File: config.mk
export PLATFORM = sky130hd
export DESIGN_NAME = u_ins_mem_ctrl_flat
export DESIGN_NICKNAME = d
export VERILOG_FILES = /design/src/rtl/u_ins_mem_ctrl_pkg.sv /design/src/rtl/u_ins_mem_ctrl_if.sv /design/src/rtl/u_byte_packer.sv /design/src/rtl/u_ins_mem_ctrl.sv /design/src/flat_wrapper.sv
export SDC_FILE = /design/constraint.sdc
export NUM_CORES = 1
export LEC_CHECK = 0
export ABC_CLOCK_PERIOD_IN_PS = 3100
export BUFFER_PORTS_ARGS = -buffer_cell sky130_fd_sc_hd__buf_2
export CAP_MARGIN = 20
export CORE_MARGIN = 2
export CORE_UTILIZATION = 50
export DETAILED_ROUTE_END_ITERATION = 10
export PLACE_DENSITY = 0.8
export SYNTH_ARGS = -nofsm -noshare
export SYNTH_HDL_FRONTEND = slang
export SYNTH_SLANG_ARGS = --single-unit
File: constraint.sdc
create_clock -name i_sys_clock -period 3.1 [get_ports i_sys_clock]
set_input_delay 0.62 -clock i_sys_clock [delete_from_list [all_inputs] [get_ports i_sys_clock]]
set_output_delay 0.62 -clock i_sys_clock [all_outputs]
set_load 0.05 [all_outputs]
File: src/rtl/u_ins_mem_ctrl_pkg.sv
// Shared types and constants for the instruction-memory program-load controller.
package u_ins_mem_ctrl_pkg;

    localparam logic [31:0] P_TEXT_BASE = 32'h0040_0000;
    localparam int unsigned P_INS_BYTES = 4;
    localparam int unsigned P_BYTE_W    = 8;
    localparam int unsigned P_WORD_W    = P_INS_BYTES * P_BYTE_W;

    typedef enum logic [1:0] {
        S_IDLE    = 2'd0,
        S_COLLECT = 2'd1,
        S_WRITE   = 2'd2,
        S_DONE    = 2'd3
    } t_ins_ctrl_state;

endpackage

File: src/rtl/u_ins_mem_ctrl_if.sv
// Loader, IF-stage and instruction-memory port bundle of the load controller.
interface u_ins_mem_ctrl_if;
    import u_ins_mem_ctrl_pkg::*;

    logic                i_u_ins_mem_ctrl_load_start;
    logic [15:0]         i_u_ins_mem_ctrl_word_cnt;
    logic                i_u_ins_mem_ctrl_abort;
    logic [P_BYTE_W-1:0] i_u_ins_mem_ctrl_byte;
    logic                i_u_ins_mem_ctrl_byte_valid;
    logic                o_u_ins_mem_ctrl_byte_ready;
    logic [31:0]         i_u_ins_mem_ctrl_pc;
    logic [31:0]         o_u_ins_mem_ctrl_ins_addr;
    logic [P_WORD_W-1:0] o_u_ins_mem_ctrl_wr_ins;
    logic                o_u_ins_mem_ctrl_wr_en;
    logic                o_u_ins_mem_ctrl_cpu_stall;
    logic                o_u_ins_mem_ctrl_busy;
    logic                o_u_ins_mem_ctrl_done;
    logic                o_u_ins_mem_ctrl_err;

    modport slave (
        input  i_u_ins_mem_ctrl_load_start, i_u_ins_mem_ctrl_word_cnt, i_u_ins_mem_ctrl_abort,
        input  i_u_ins_mem_ctrl_byte, i_u_ins_mem_ctrl_byte_valid, i_u_ins_mem_ctrl_pc,
        output o_u_ins_mem_ctrl_byte_ready, o_u_ins_mem_ctrl_ins_addr, o_u_ins_mem_ctrl_wr_ins,
        output o_u_ins_mem_ctrl_wr_en, o_u_ins_mem_ctrl_cpu_stall, o_u_ins_mem_ctrl_busy,
        output o_u_ins_mem_ctrl_done, o_u_ins_mem_ctrl_err
    );

    modport master (
        output i_u_ins_mem_ctrl_load_start, i_u_ins_mem_ctrl_word_cnt, i_u_ins_mem_ctrl_abort,
        output i_u_ins_mem_ctrl_byte, i_u_ins_mem_ctrl_byte_valid, i_u_ins_mem_ctrl_pc,
        input  o_u_ins_mem_ctrl_byte_ready, o_u_ins_mem_ctrl_ins_addr, o_u_ins_mem_ctrl_wr_ins,
        input  o_u_ins_mem_ctrl_wr_en, o_u_ins_mem_ctrl_cpu_stall, o_u_ins_mem_ctrl_busy,
        input  o_u_ins_mem_ctrl_done, o_u_ins_mem_ctrl_err
    );

endinterface

File: src/rtl/u_byte_packer.sv
// Big-endian byte packer: holds the first three bytes, presents the full word with the 4th.
module u_byte_packer
    import u_ins_mem_ctrl_pkg::*;
(
    input  logic                i_sys_clock,
    input  logic                i_sys_reset,
    input  logic                clear_i,
    input  logic                push_i,
    input  logic [P_BYTE_W-1:0] byte_i,
    output logic                full_c,
    output logic [P_WORD_W-1:0] word_c
);

    localparam int unsigned CNT_W  = $clog2(P_INS_BYTES);
    localparam int unsigned HOLD_W = P_WORD_W - P_BYTE_W;

    logic [CNT_W-1:0]  byte_cnt_q, byte_cnt_d;
    logic [HOLD_W-1:0] word_q, word_d;

    // The last byte is never stored; it is spliced in combinationally on the write cycle.
    assign full_c = push_i && (byte_cnt_q == CNT_W'(P_INS_BYTES - 1));
    assign word_c = {word_q, byte_i};

    always_comb begin
        byte_cnt_d = byte_cnt_q;
        word_d     = word_q;
        if (clear_i) begin
            byte_cnt_d = '0;
            word_d     = '0;
        end else if (push_i) begin
            byte_cnt_d = byte_cnt_q + CNT_W'(1);
            word_d     = {word_q[HOLD_W-P_BYTE_W-1:0], byte_i};
        end
    end

    always_ff @(posedge i_sys_clock or posedge i_sys_reset) begin
        if (i_sys_reset) begin
            byte_cnt_q <= '0;
            word_q     <= '0;
        end else begin
            byte_cnt_q <= byte_cnt_d;
            word_q     <= word_d;
        end
    end

endmodule

File: src/rtl/u_ins_mem_ctrl.sv
// Instruction-memory port owner: PC fetch passthrough or sequential program load from a byte stream.
module u_ins_mem_ctrl
    import u_ins_mem_ctrl_pkg::*;
#(
    parameter logic [31:0] P_BASE_ADDR   = P_TEXT_BASE,
    parameter int unsigned P_DEPTH_WORDS = 256
) (
    input  logic             i_sys_clock,
    input  logic             i_sys_reset,
    u_ins_mem_ctrl_if.slave  bus
);

    localparam int unsigned IDX_W = $clog2(P_DEPTH_WORDS + 1);

    t_ins_ctrl_state     state_q, state_d;
    logic [IDX_W-1:0]    count_q, count_d;
    logic [IDX_W-1:0]    idx_q, idx_d;
    logic                ready_q, ready_d;
    logic                wr_en_q, wr_en_d;
    logic [P_WORD_W-1:0] wr_ins_q, wr_ins_d;
    logic                stall_q, stall_d;
    logic                done_q, done_d;
    logic                err_q, err_d;

    logic                pk_clear, pk_push, pk_full;
    logic [P_WORD_W-1:0] pk_word;
    logic                cnt_legal;

    assign cnt_legal = (bus.i_u_ins_mem_ctrl_word_cnt != 16'd0) &&
                       (32'(bus.i_u_ins_mem_ctrl_word_cnt) <= P_DEPTH_WORDS);

    // Abort takes priority over a byte arriving in the same cycle.
    assign pk_clear = (state_q != S_COLLECT);
    assign pk_push  = (state_q == S_COLLECT) && bus.i_u_ins_mem_ctrl_byte_valid &&
                      ready_q && !bus.i_u_ins_mem_ctrl_abort;

    u_byte_packer u_packer (
        .i_sys_clock (i_sys_clock),
        .i_sys_reset (i_sys_reset),
        .clear_i     (pk_clear),
        .push_i      (pk_push),
        .byte_i      (bus.i_u_ins_mem_ctrl_byte),
        .full_c      (pk_full),
        .word_c      (pk_word)
    );

    always_comb begin
        state_d  = state_q;
        count_d  = count_q;
        idx_d    = idx_q;
        wr_ins_d = '0;
        err_d    = 1'b0;
        case (state_q)
            S_IDLE: begin
                if (bus.i_u_ins_mem_ctrl_load_start) begin
                    if (cnt_legal) begin
                        count_d = IDX_W'(bus.i_u_ins_mem_ctrl_word_cnt);
                        idx_d   = '0;
                        state_d = S_COLLECT;
                    end else begin
                        err_d = 1'b1;
                    end
                end
            end
            S_COLLECT: begin
                if (bus.i_u_ins_mem_ctrl_abort) begin
                    state_d = S_IDLE;
                end else if (pk_full) begin
                    wr_ins_d = pk_word;
                    state_d  = S_WRITE;
                end
            end
            S_WRITE: begin
                idx_d = idx_q + IDX_W'(1);
                if (bus.i_u_ins_mem_ctrl_abort) begin
                    state_d = S_IDLE;
                end else if (idx_q + IDX_W'(1) == count_q) begin
                    state_d = S_DONE;
                end else begin
                    state_d = S_COLLECT;
                end
            end
            S_DONE:  state_d = S_IDLE;
            default: state_d = S_IDLE;
        endcase
        // Registered outputs are decoded from the state being entered.
        ready_d = (state_d == S_COLLECT);
        wr_en_d = (state_d == S_WRITE);
        stall_d = (state_d == S_COLLECT) || (state_d == S_WRITE);
        done_d  = (state_d == S_DONE);
    end

    always_ff @(posedge i_sys_clock or posedge i_sys_reset) begin
        if (i_sys_reset) begin
            state_q  <= S_IDLE;
            count_q  <= '0;
            idx_q    <= '0;
            ready_q  <= 1'b0;
            wr_en_q  <= 1'b0;
            wr_ins_q <= '0;
            stall_q  <= 1'b0;
            done_q   <= 1'b0;
            err_q    <= 1'b0;
        end else begin
            state_q  <= state_d;
            count_q  <= count_d;
            idx_q    <= idx_d;
            ready_q  <= ready_d;
            wr_en_q  <= wr_en_d;
            wr_ins_q <= wr_ins_d;
            stall_q  <= stall_d;
            done_q   <= done_d;
            err_q    <= err_d;
        end
    end

    // Loader owns the address port only while a session is collecting or writing.
    always_comb begin
        if ((state_q == S_COLLECT) || (state_q == S_WRITE)) begin
            bus.o_u_ins_mem_ctrl_ins_addr = P_BASE_ADDR + (32'(idx_q) << 2);
        end else begin
            bus.o_u_ins_mem_ctrl_ins_addr = bus.i_u_ins_mem_ctrl_pc;
        end
    end

    assign bus.o_u_ins_mem_ctrl_byte_ready = ready_q;
    assign bus.o_u_ins_mem_ctrl_wr_en      = wr_en_q;
    assign bus.o_u_ins_mem_ctrl_wr_ins     = wr_ins_q;
    assign bus.o_u_ins_mem_ctrl_cpu_stall  = stall_q;
    assign bus.o_u_ins_mem_ctrl_busy       = stall_q;
    assign bus.o_u_ins_mem_ctrl_done       = done_q;
    assign bus.o_u_ins_mem_ctrl_err        = err_q;

endmodule

File: src/flat_wrapper.sv
// flat-port wrapper written by rule: the top's interface ports become plain ports
module u_ins_mem_ctrl_flat import u_ins_mem_ctrl_pkg::*;
#(
    parameter logic [31:0] P_BASE_ADDR   = P_TEXT_BASE,
    parameter int unsigned P_DEPTH_WORDS = 256
)
  (i_sys_clock, i_sys_reset, bus_i_u_ins_mem_ctrl_load_start, bus_i_u_ins_mem_ctrl_word_cnt, bus_i_u_ins_mem_ctrl_abort, bus_i_u_ins_mem_ctrl_byte, bus_i_u_ins_mem_ctrl_byte_valid, bus_i_u_ins_mem_ctrl_pc, bus_o_u_ins_mem_ctrl_byte_ready, bus_o_u_ins_mem_ctrl_ins_addr, bus_o_u_ins_mem_ctrl_wr_ins, bus_o_u_ins_mem_ctrl_wr_en, bus_o_u_ins_mem_ctrl_cpu_stall, bus_o_u_ins_mem_ctrl_busy, bus_o_u_ins_mem_ctrl_done, bus_o_u_ins_mem_ctrl_err);
  u_ins_mem_ctrl_if bus_i ();
  input  logic i_sys_clock;
  input  logic i_sys_reset;
  input wire logic [$bits(bus_i.i_u_ins_mem_ctrl_load_start)-1:0] bus_i_u_ins_mem_ctrl_load_start;
  input wire logic [$bits(bus_i.i_u_ins_mem_ctrl_word_cnt)-1:0] bus_i_u_ins_mem_ctrl_word_cnt;
  input wire logic [$bits(bus_i.i_u_ins_mem_ctrl_abort)-1:0] bus_i_u_ins_mem_ctrl_abort;
  input wire logic [$bits(bus_i.i_u_ins_mem_ctrl_byte)-1:0] bus_i_u_ins_mem_ctrl_byte;
  input wire logic [$bits(bus_i.i_u_ins_mem_ctrl_byte_valid)-1:0] bus_i_u_ins_mem_ctrl_byte_valid;
  input wire logic [$bits(bus_i.i_u_ins_mem_ctrl_pc)-1:0] bus_i_u_ins_mem_ctrl_pc;
  output wire logic [$bits(bus_i.o_u_ins_mem_ctrl_byte_ready)-1:0] bus_o_u_ins_mem_ctrl_byte_ready;
  output wire logic [$bits(bus_i.o_u_ins_mem_ctrl_ins_addr)-1:0] bus_o_u_ins_mem_ctrl_ins_addr;
  output wire logic [$bits(bus_i.o_u_ins_mem_ctrl_wr_ins)-1:0] bus_o_u_ins_mem_ctrl_wr_ins;
  output wire logic [$bits(bus_i.o_u_ins_mem_ctrl_wr_en)-1:0] bus_o_u_ins_mem_ctrl_wr_en;
  output wire logic [$bits(bus_i.o_u_ins_mem_ctrl_cpu_stall)-1:0] bus_o_u_ins_mem_ctrl_cpu_stall;
  output wire logic [$bits(bus_i.o_u_ins_mem_ctrl_busy)-1:0] bus_o_u_ins_mem_ctrl_busy;
  output wire logic [$bits(bus_i.o_u_ins_mem_ctrl_done)-1:0] bus_o_u_ins_mem_ctrl_done;
  output wire logic [$bits(bus_i.o_u_ins_mem_ctrl_err)-1:0] bus_o_u_ins_mem_ctrl_err;
  assign bus_i.i_u_ins_mem_ctrl_load_start = bus_i_u_ins_mem_ctrl_load_start;
  assign bus_i.i_u_ins_mem_ctrl_word_cnt = bus_i_u_ins_mem_ctrl_word_cnt;
  assign bus_i.i_u_ins_mem_ctrl_abort = bus_i_u_ins_mem_ctrl_abort;
  assign bus_i.i_u_ins_mem_ctrl_byte = bus_i_u_ins_mem_ctrl_byte;
  assign bus_i.i_u_ins_mem_ctrl_byte_valid = bus_i_u_ins_mem_ctrl_byte_valid;
  assign bus_i.i_u_ins_mem_ctrl_pc = bus_i_u_ins_mem_ctrl_pc;
  assign bus_o_u_ins_mem_ctrl_byte_ready = bus_i.o_u_ins_mem_ctrl_byte_ready;
  assign bus_o_u_ins_mem_ctrl_ins_addr = bus_i.o_u_ins_mem_ctrl_ins_addr;
  assign bus_o_u_ins_mem_ctrl_wr_ins = bus_i.o_u_ins_mem_ctrl_wr_ins;
  assign bus_o_u_ins_mem_ctrl_wr_en = bus_i.o_u_ins_mem_ctrl_wr_en;
  assign bus_o_u_ins_mem_ctrl_cpu_stall = bus_i.o_u_ins_mem_ctrl_cpu_stall;
  assign bus_o_u_ins_mem_ctrl_busy = bus_i.o_u_ins_mem_ctrl_busy;
  assign bus_o_u_ins_mem_ctrl_done = bus_i.o_u_ins_mem_ctrl_done;
  assign bus_o_u_ins_mem_ctrl_err = bus_i.o_u_ins_mem_ctrl_err;
  u_ins_mem_ctrl #(.P_BASE_ADDR(P_BASE_ADDR), .P_DEPTH_WORDS(P_DEPTH_WORDS)) u_core (.i_sys_clock(i_sys_clock), .i_sys_reset(i_sys_reset), .bus(bus_i));
endmodule
==> results by group <==
Run status
  – Result of the run: completed

Synth
  – Number of warnings issued by yosys: 0
  – Number of register bits inferred by synthesis: 83
  – List of most frequent post-synthesis cells: sky130_fd_sc_hd__nand2_1 (89), sky130_fd_sc_hd__dfrtp_1 (83), sky130_fd_sc_hd__and3_1 (40), sky130_fd_sc_hd__o21ai_0 (28), sky130_fd_sc_hd__nor2b_1 (25)
  – Async S/R FF share, synth: 100%
  – Cell taking the most area after synthesis: sky130_fd_sc_hd__dfrtp_1
  – Post-Synthesis Net Count: 457
  – Main area contributors after synthesis: sky130_fd_sc_hd__dfrtp_1 (54%), sky130_fd_sc_hd__nand2_1 (8.7%), sky130_fd_sc_hd__and3_1 (6.5%), sky130_fd_sc_hd__nor2b_1 (4.1%), sky130_fd_sc_hd__o21ai_0 (3.6%)
  – Library cell with the highest instance count after synthesis: sky130_fd_sc_hd__nand2_1
  – Area of the mapped netlist: 3850 um^2
  – Number of library cell types mapped by synthesis: 46
  – Part of the Yosys area used for sequential elements: 54.0%
  – Most frequently used flop master after synthesis: sky130_fd_sc_hd__dfrtp_1
  – Post-Syn Area per Cell: 9.91 um^2
  – Cell count after synthesis: 388
  – Number of enable-type register cells in the synthesized netlist: 0
  – Share of the synthesized area in the top cell type: 54.0%

Placement
  – DPL Wire Length: 6.01 mm
  – Port Buffer Count: 130
  – Final RePlAce weighted congestion: 0.831
  – Area of placed instances: 4580 um^2

Cells and area
  – Final net count: 579
  – Number of filler instances in the final layout: 628
  – Antenna diodes: 0
  – Layout cells sized above 1: 33.2%
  – Sequential cell area: 2080 um^2
  – Final Cell Area: 4770 um^2
  – Layout Area Growth over Synthesis: 23.9%
  – Area taken by multi-input logic gates: 1640 um^2

Min path
  – Classification of the worst-slack hold path: in2async

Routing
  – Routed Wire Length: 8.42 mm
  – Number of iterations in the first detailed-routing pass: 4
  – Number of DRC violations after detailed routing: 0
  – Violation count after the first detailed-routing iteration: 198
  – Routed length per instance: 13.7 um
  – Vias per inst: 5.18
  – Number of antenna-violating nets in the routed design: 0
  – Vias post-DR: 3182

Clock network
  – Buffer cell driving the clock tree root: sky130_fd_sc_hd__clkbuf_8
  – Count of instances resized after the clock tree is built: 0
  – Clock Pin Slew Worst Setup and Hold Paths: 0.09 ns
  – Number of hold buffers added after CTS: 0
  – Buffers from clock root to sink, at most: 2
  – Number of buffers inserted during clock tree synthesis: 9
  – CTS tree: yes
  – Latest clock arrival within the worst-skew pair: 0.36 ns
  – H-tree levels: 3
  – Clock Sink Count: 83
  – Post-CTS setup buffer count: 0

Setup path
  – Worst r2r src: u_core.idx_q[0]
  – Critical Path Sink Type: primary output
  – Worst Setup Path Type: reg2out
  – Cells along the critical path: inv_1 > ha_1 > buf_4 > mux2_2 > buf_2
  – Kind of cell with the highest combined delay on the critical path: buffers and inverters
  – Count of buffer and inverter cells on the critical path: 3
  – Critical-path top delay cell: sky130_fd_sc_hd__dfrtp_1
  – Startpoint Class: register
  – Arrival @ worst endpoint: 2.00 ns
  – Largest driver fanout on the critical path: 32
  – Required time worst endpoint: 2.48 ns
  – Largest stage delay on the critical path: 0.39 ns
  – Source of the critical timing path: u_core.state_q[0]

Job
  – Number of max-capacitance violations reported: 0

GRT
  – Met3 routing resource usage after global routing: 5.59%
  – Most used routing layer in global routing: met2
  – Global-route track usage on met2: 32.4%
  – Initial antenna violation count: 0
  – Number of global-route vias before repair: 2990
  – Met1 Use GR: 28.8%
  – Global-route wire length before repair: 14.1 mm
  – Total grt overflow: 0
  – Maximum number of pins on one net before global-route repair: 52
  – Overall Global Routing Usage: 20.8%

Timing
  – Final count of hold timing violations: 0
  – Setup tns final: 0 ns
  – Clock skew after layout: 0.0109 ns
  – Ratio of final minimum period to clock period: 84.4%
  – Setup repair after global routing missed its margin: false
  – Tmin final: 2.62 ns
  – Slew @ Worst Pin: 0.930 ns
  – Setup violators final: 0
  – Timing-limited maximum frequency: 0.382 GHz
  – Pins over their slew limit: 0
  – Headroom to the max-slew limit: 38.0%

Power and ir drop
  – Max VDD drop: 0.256 mV
  – Leakage power: 2.57 nW
  – Total power density per cell area: 488 nW/um^2

Die
  – Die Area: 8410 um^2
  – Number of cell rows: 31
  – Die extent in y: 91.7 um
  – Placeable Area: 7370 um^2
  – Effective utilization at floorplan: 52.2%
  – Die width: 91.7 um
  – Number of primary I/O pins: 131
==> state kept, by name, summed over array words and instances (netlist names) <==
signal / count
u_core.u_packer.byte_cnt_q: 2
u_core.bus.o_u_ins_mem_ctrl_err: 1
u_core.bus.o_u_ins_mem_ctrl_busy: 1
u_core.bus.o_u_ins_mem_ctrl_byte_ready: 1
u_core.count_q: 9
u_core.idx_q: 9
u_core.u_packer.word_q: 24
u_core.state_q: 2
u_core.bus.o_u_ins_mem_ctrl_wr_en: 1
u_core.bus.o_u_ins_mem_ctrl_done: 1
u_core.bus.o_u_ins_mem_ctrl_wr_ins: 32
==> worst paths after layout <==
| path | to | slack [ns] | cells after the start |
|---|---|---|---|
| max | bus_o_u_ins_mem_ctrl_ins_addr[10] | 0.48 | 5 |
| min | u_core.bus.o_u_ins_mem_ctrl_wr_ins[2] | 0.33 | 2 |
| min in group i_sys_clock | u_core.u_packer.word_q[5] | 0.47 | 3 |
| max in group asynchronous | u_core.bus.o_u_ins_mem_ctrl_wr_en | 2.11 | 3 |
| min reg2reg | u_core.u_packer.byte_cnt_q[0] | 0.49 | 1 |
| max reg2reg | u_core.bus.o_u_ins_mem_ctrl_busy | 0.61 | 8 |
==> power by group <==
| part | internal (mW) | switching (mW) | total, mW | leakage [nW] |
|---|---|---|---|---|
| clock network | 0.320 | 0.398 | 0.717 | 0.0897 |
| registers | 1.10 | 0.0221 | 1.12 | 1.14 |
| logic | 0.144 | 0.340 | 0.485 | 1.34 |
| total | 1.56 | 0.760 | 2.33 | 2.57 |
==> area by class of cell <==
cell class / instances / area share (%)
multi-input cells: 273 / 34.4
flip-flops and latches: 83 / 43.6
repair buffers: 138 / 15.2
inverters: 5 / 0.420
well taps: 99 / 2.60
clock buffers: 10 / 2.89
clock inverters: 6 / 0.971
==> cell families (layout without fill, tap and decap cells) <==
kind of cell	Yosys count	after routing	synth area share, %
and+or+nand+nor	190	190	25.4
DFF	83	83	54.0
AOI/OAI and AO/OA	51	51	8.43
buffers and inverters	32	159	3.45
xor gates and xnor gates	13	13	2.96
muxes	11	11	3.16
adders and majority gates	8	8	2.60
==> layout by cell type, fill, tap and decap left out, drive strengths merged, types with 3 or more instances in the layout <==
master,count
nand2,89
inv,7
nor4b,3
xnor2,10
a211o,3
dfrtp,83
nor2b,25
nor4,3
buf,138
a21oi,4
nand3,5
a221o,3
xor2,3
or4,3
nor2,3
clkbuf,10
and3,40
o21ai,28
mux2,9
ha,8
nor3,6
==> metal layers <==
layer  share of wire (%)  wire length, um  vias up
met2                  47             3930      107
met4                 1.0               88        0
li1                    -                -     1572
met5                   0                0        -
met1                  46             3880     1494
met3                 6.1              517        9
==> through the flow <==
step	utilization, %	hold slack [ns]	power, mW	worst slack (ns)	instances
after floorplan	-	0.455	1.55	0.336	388
after global placement	62.2	0.470	1.62	0.375	598
after detailed placement	62.2	0.486	1.63	0.336	598
after CTS	64.7	0.349	2.34	0.462	614
after global routing	64.7	0.382	2.43	0.340	614
final	64.7	0.330	2.33	0.484	614
No activity file was read; power rests on OpenSTA's default activity.
